===== config.mk =====
export PLATFORM = sky130hd
export DESIGN_NAME = uart_frame_assembler
export DESIGN_NICKNAME = d
export VERILOG_FILES = /design/src/rtl/uart_frame_assembler_pkg.sv /design/src/rtl/uart_frame_assembler_timeout.sv /design/src/rtl/uart_frame_assembler.sv
export SDC_FILE = /design/constraint.sdc
export NUM_CORES = 1
export LEC_CHECK = 0
export CORE_MARGIN = 3
export CORE_UTILIZATION = 40
export CTS_CLUSTER_SIZE = 28
export DETAILED_ROUTE_END_ITERATION = 16
export SETUP_SLACK_MARGIN = 0.02
export SLEW_MARGIN = 40
export SYNTH_ARGS = -nofsm -noshare
export SYNTH_HDL_FRONTEND = slang
export SYNTH_SLANG_ARGS = --single-unit

===== constraint.sdc =====
create_clock -name clk -period 8.05 [get_ports clk]
set_input_delay 1.61 -clock clk [delete_from_list [all_inputs] [get_ports clk]]
set_output_delay 1.61 -clock clk [all_outputs]
set_load 0.02 [all_outputs]

===== src/rtl/uart_frame_assembler_pkg.sv =====
// Shared definitions for the UART command frame path.
// Used by the frame assembler and the downstream task state machine.
package uart_frame_assembler_pkg;

   localparam int FRAME_W = 66;
   localparam int PAYLOAD_BYTES = 9;
   localparam logic [7:0] SYNC_BYTE_DEF = 8'hA5;

   localparam int OPC_LSB = 0;
   localparam int OPC_W   = 2;
   localparam int A_LSB   = 2;
   localparam int A_W     = 32;
   localparam int B_LSB   = 34;
   localparam int B_W     = 32;

   typedef enum logic [1:0] {
      HUNT,
      PAYLOAD,
      CHECK,
      HOLD
   } fa_state_e;

   function automatic logic [7:0] sat_inc8(input logic [7:0] v);
      return (v == 8'hFF) ? v : v + 8'd1;
   endfunction

endpackage


===== src/rtl/uart_frame_assembler_timeout.sv =====
// Inter-byte idle counter for the frame assembler.
// Restarts on every pop; flags expiry while a frame is in flight.
module byte_timeout_counter #(
   parameter int unsigned TIMEOUT_CYCLES = 1_000_000
) (
   input  logic clk,
   input  logic reset,
   input  logic en_i,
   input  logic clr_i,
   output logic expired_o
);

   localparam int unsigned CW = $clog2(TIMEOUT_CYCLES + 1);
   localparam logic [CW-1:0] LIMIT = CW'(TIMEOUT_CYCLES - 1);

   logic [CW-1:0] cnt_q;
   logic [CW-1:0] cnt_d;

   always_comb begin
      cnt_d = cnt_q + CW'(1);
      if (!en_i || clr_i) begin
         cnt_d = '0;
      end
   end

   // Count value k means k clocks have elapsed since the last pop.
   assign expired_o = en_i && (cnt_q == LIMIT);

   always_ff @(posedge clk or posedge reset) begin
      if (reset) begin
         cnt_q <= '0;
      end else begin
         cnt_q <= cnt_d;
      end
   end

endmodule


===== src/rtl/uart_frame_assembler.sv =====
// Assembles sync/payload/checksum byte frames from a UART RX FIFO
// into a 66-bit command held until the consumer acknowledges it.
module uart_frame_assembler
   import uart_frame_assembler_pkg::*;
#(
   parameter logic [7:0]  SYNC_BYTE      = SYNC_BYTE_DEF,
   parameter int unsigned TIMEOUT_CYCLES = 1_000_000
) (
   input  logic               clk,
   input  logic               reset,
   input  logic [7:0]         rx_data,
   input  logic               rx_empty,
   output logic               rd_uart,
   output logic [FRAME_W-1:0] frame,
   output logic               frame_full,
   input  logic               frame_ack,
   output logic               err_checksum,
   output logic               err_timeout,
   output logic [7:0]         err_count
);

   fa_state_e                   state_q, state_d;
   logic [3:0]                  idx_q, idx_d;
   logic [7:0]                  csum_q, csum_d;
   logic [8*PAYLOAD_BYTES-1:0]  payload_q, payload_d;
   logic [FRAME_W-1:0]          frame_q, frame_d;
   logic                        full_q, full_d;
   logic                        err_ck_q, err_ck_d;
   logic                        err_to_q, err_to_d;
   logic [7:0]                  err_cnt_q, err_cnt_d;

   logic pop;
   logic busy;
   logic expired;
   logic to_hit;

   assign pop  = !rx_empty && (state_q != HOLD);
   assign busy = (state_q == PAYLOAD) || (state_q == CHECK);

   byte_timeout_counter #(
      .TIMEOUT_CYCLES(TIMEOUT_CYCLES)
   ) u_timeout (
      .clk      (clk),
      .reset    (reset),
      .en_i     (busy),
      .clr_i    (pop),
      .expired_o(expired)
   );

   // A pop in the expiry cycle keeps the frame alive.
   assign to_hit = busy && !pop && expired;

   always_comb begin
      state_d   = state_q;
      idx_d     = idx_q;
      csum_d    = csum_q;
      payload_d = payload_q;
      frame_d   = frame_q;
      full_d    = full_q;
      err_ck_d  = 1'b0;
      err_to_d  = 1'b0;
      err_cnt_d = err_cnt_q;
      unique case (state_q)
         HUNT: begin
            if (pop && rx_data == SYNC_BYTE) begin
               state_d = PAYLOAD;
               idx_d   = '0;
               csum_d  = '0;
            end
         end
         PAYLOAD: begin
            if (pop) begin
               payload_d[{idx_q, 3'b000} +: 8] = rx_data;
               csum_d = csum_q ^ rx_data;
               if (idx_q == 4'd8) begin
                  state_d = CHECK;
               end else begin
                  idx_d = idx_q + 4'd1;
               end
            end
         end
         CHECK: begin
            if (pop) begin
               if (rx_data == csum_q && payload_q[71:66] == '0) begin
                  frame_d = payload_q[FRAME_W-1:0];
                  full_d  = 1'b1;
                  state_d = HOLD;
               end else begin
                  err_ck_d  = 1'b1;
                  err_cnt_d = sat_inc8(err_cnt_q);
                  state_d   = HUNT;
               end
            end
         end
         HOLD: begin
            if (frame_ack) begin
               full_d  = 1'b0;
               state_d = HUNT;
            end
         end
         default: state_d = HUNT;
      endcase
      if (to_hit) begin
         err_to_d  = 1'b1;
         err_cnt_d = sat_inc8(err_cnt_q);
         state_d   = HUNT;
      end
   end

   always_ff @(posedge clk or posedge reset) begin
      if (reset) begin
         state_q   <= HUNT;
         idx_q     <= '0;
         csum_q    <= '0;
         payload_q <= '0;
         frame_q   <= '0;
         full_q    <= 1'b0;
         err_ck_q  <= 1'b0;
         err_to_q  <= 1'b0;
         err_cnt_q <= '0;
      end else begin
         state_q   <= state_d;
         idx_q     <= idx_d;
         csum_q    <= csum_d;
         payload_q <= payload_d;
         frame_q   <= frame_d;
         full_q    <= full_d;
         err_ck_q  <= err_ck_d;
         err_to_q  <= err_to_d;
         err_cnt_q <= err_cnt_d;
      end
   end

   assign rd_uart      = pop;
   assign frame        = frame_q;
   assign frame_full   = full_q;
   assign err_checksum = err_ck_q;
   assign err_timeout  = err_to_q;
   assign err_count    = err_cnt_q;

endmodule


==> out/qor.yml <==
logic_synthesis:
  yosysWarningCount: 0
  ys_types: 51
  synth_edf_count: 0
  synth_cells: 599
  synth_top_area_share_pct: 57.8
  synth_area_sq_um: 7930
  netlist_top_cells_count: "dfrtp_1 (183), mux2_2 (109), nor2_1 (30)"
  yosysMostFrequentCell: "dfrtp_1"
  syn_nets: 621
  synth_top_area_cell: "dfrtp_1"
  ys_ff_latch: 183
  ys_seq_area_share_pct: 57.8
  avgSynthCellArea_sq_um: 13.2
  ys.flop_type: "dfrtp_1"
  yosys-top-cells-area: "dfrtp_1 (58%), mux2_2 (15%), mux2_4 (5.5%)"
  async_flop_share_pct: 100
clocking:
  htree_levels: 4
  numCtsBuffers: 17
  clock_path_buffers: 2
  cts_tree: "yes"
  clk_pin_slew_ps: 60
  clkLatencyLatePin_ps: 430
  root_buffer: "clkbuf_16"
  ctsHoldBuffers: 0
  clock-sinks: 183
  postCtsSetupBuffers: 0
  cts-resized-gates: 0
route:
  drt-total-wl_um: 16600
  first_pass_iters: 4
  route.detailed.drc: 0
  first_iter_violations: 242
  drtAntennaViolNets: 0
  num_vias: 4913
  routedWlPerCell_um: 17.3
  vias_per_cell: 5.15
die:
  start_util_pct: 41.5
  num_rows: 50
  fp.coreArea_sq_um: 19100
  die_w_um: 147
  fp.dieH_um: 147
  ioPinCount: 90
  die_area_sq_um: 21500
worst_setup_path:
  crit_buf_inv: 2
  crit_path_max_incr_delay_ps: 700
  worstPathArrival_ps: 3120
  crit_required_ps: 6440
  critPathTopFamily: "buffers and inverters"
  crit_type: "in2out"
  path_max_fanout: 6
  cpMostUsedCell: "clkdlybuf4s50_1"
  crit_slowest_cell: "clkdlybuf4s50_1"
  path_cells: "clkdlybuf4s50_1 -> nor2_2 -> clkdlybuf4s50_1"
  crit_path_start_kind: "input port"
  end_kind: "output pin"
sta:
  clock_skew_ps: 12.7
  maxSlewViolCount: 0
  min_period_ps: 4730
  tns_ps: 0
  finalHoldViolations: 0
  setup_violations: 0
  rsz0062_at_grt: "false"
  max_freq_mhz: 211
  tightest_slew_ps: 645
  period_share_pct: 58.7
  maxSlewHeadroom_pct: 56.9
power:
  p_total_w: 0.00234
  vdd_ir_drop_max_mv: 0.166
  powerDensity_nw_per_um2: 242
  total_leakage_power_nw: 4.61
placed_design:
  hpwl_um: 11200
  portBuffers: 89
  gp_congestion: 0.781
cells_and_area:
  fin_nets: 705
  fill_cells: 1605
  antenna_cells: 0
  area_growth_pct: 21.8
  post_route_cells_drive_above_1_share_pct: 26.1
  fin_util_pct: 50.6
job:
  cap_violations: 0
global_routing:
  overflow: 0
  grt_pass1_wl_um: 27800
  grt_antenna_before_repair: 0
  grt_pass1_vias: 5239
  grtUsageTotal_pct: 16.0
  grt_max_degree: 119
run_status:
  status: "finished clean"
hold_path:
  hp-class: "reg2reg"
[final cells by class]
type | instances | area, sq um | share of cell area [%]
clock buffer | 18 | 429 | 4.45
clock inverter | 12 | 131 | 1.36
inverter | 8 | 42.5 | 0.441
multi-input combinational | 380 | 3200 | 33.1
sequential | 183 | 4580 | 47.4
tap | 260 | 325 | 3.37
timing repair buffer | 93 | 950 | 9.84
[registers in the layout (all words and copies together) (netlist names)]
| register | flops |
|---|---|
| payload_q | 72 |
| frame | 66 |
| u_timeout.cnt_q | 20 |
| csum_q | 8 |
| err_count | 8 |
| idx_q | 4 |
| state_q | 2 |
| err_checksum | 1 |
| err_timeout | 1 |
| frame_full | 1 |
[worst paths after layout]
path | start | end | slack (ps) | cells past startpoint
worst min register to register | u_timeout.cnt_q[0]$_DFF_PP0_ | u_timeout.cnt_q[0]$_DFF_PP0_ | 480 | 1
worst min-delay path | u_timeout.cnt_q[0]$_DFF_PP0_ | u_timeout.cnt_q[0]$_DFF_PP0_ | 480 | 1
worst max register to register | state_q[0]$_DFFE_PP0P_ | err_count[1]$_DFFE_PP0P_ | 5210 | 9
min in group asynchronous | reset | payload_q[69]$_DFFE_PP0P_ | 1680 | 2
max in group asynchronous | reset | idx_q[1]$_DFFE_PP0P_ | 5340 | 3
worst max-delay path | rx_empty | rd_uart | 3320 | 3
[placed cells by master, fill, tap and decap left out, types with 3 or more instances in the layout]
| master | synthesis | layout |
|---|---|---|
| xor2_1 | 11 | 11 |
| inv_1 | 8 | 7 |
| nor3_1 | 5 | 5 |
| clkinv_2 | 0 | 4 |
| clkbuf_16 | 0 | 17 |
| or3_1 | 4 | 4 |
| dfrtp_1 | 183 | 183 |
| nand2b_1 | 8 | 8 |
| and2_1 | 10 | 10 |
| a21oi_1 | 10 | 10 |
| nand3_1 | 21 | 21 |
| o21ai_0 | 18 | 18 |
| nor2b_1 | 7 | 7 |
| xnor2_1 | 15 | 15 |
| nor3b_1 | 5 | 5 |
| nand3b_1 | 3 | 3 |
| and3_1 | 20 | 20 |
| nand4_1 | 4 | 4 |
| clkinvlp_4 | 0 | 3 |
| ha_1 | 10 | 10 |
| and4_1 | 4 | 4 |
| mux2_4 | 29 | 29 |
| nand2_1 | 28 | 28 |
| nor2_1 | 30 | 30 |
| nor4_1 | 3 | 3 |
| clkdlybuf4s50_1 | 0 | 89 |
| mux2_2 | 109 | 109 |
[kinds of logic after synthesis]
| group | after synthesis | share of synthesized area [%] |
|---|---|---|
| fa+ha+maj | 10 | 1.58 |
| flops | 183 | 57.8 |
| buf+inv | 36 | 2.13 |
| compound gates | 38 | 2.73 |
| xor+xnor | 26 | 2.87 |
| mux | 141 | 21.4 |
| simple gates | 165 | 11.6 |
[routing by layer]
| metal | track usage [%] | vias up | routed length [um] |
|---|---|---|---|
| li1 | - | 2265 | - |
| met2 | 25.9 | 94 | 7800 |
| met5 | 0 | - | 0 |
| met4 | 5.22 | 0 | 224 |
| met1 | 21.6 | 2537 | 7870 |
| met3 | 3.70 | 17 | 659 |
[worst reg2reg max path, cell delays in order, from the launching register on]
cell,delay [ps]
dfrtp_1,420
inv_1,110
ha_1,290
o21ai_1,60
buf_4,210
or4_1,570
nor3_2,260
o21bai_2,250
and2_4,240
mux2_1,310
[metrics by stage]
stage	setup slack, ps	instances	hold WS (ps)	area, sq um
after CTS	3340	954	475	9640
after floorplan	1470	599	439	7930
after global placement	3100	922	454	9030
final	3320	954	478	9650
after detailed placement	3350	924	466	9080
after global routing	3280	954	508	9650
[power breakdown]
part	total, W	leakage, nW	internal [W]	switching, W
Combinational	0.000443	1.83	0.000187	0.000257
Clock	0.000800	0.269	0.000454	0.000346
Sequential	0.00110	2.51	0.00102	0.0000760
(Power assumes the default switching activity.)
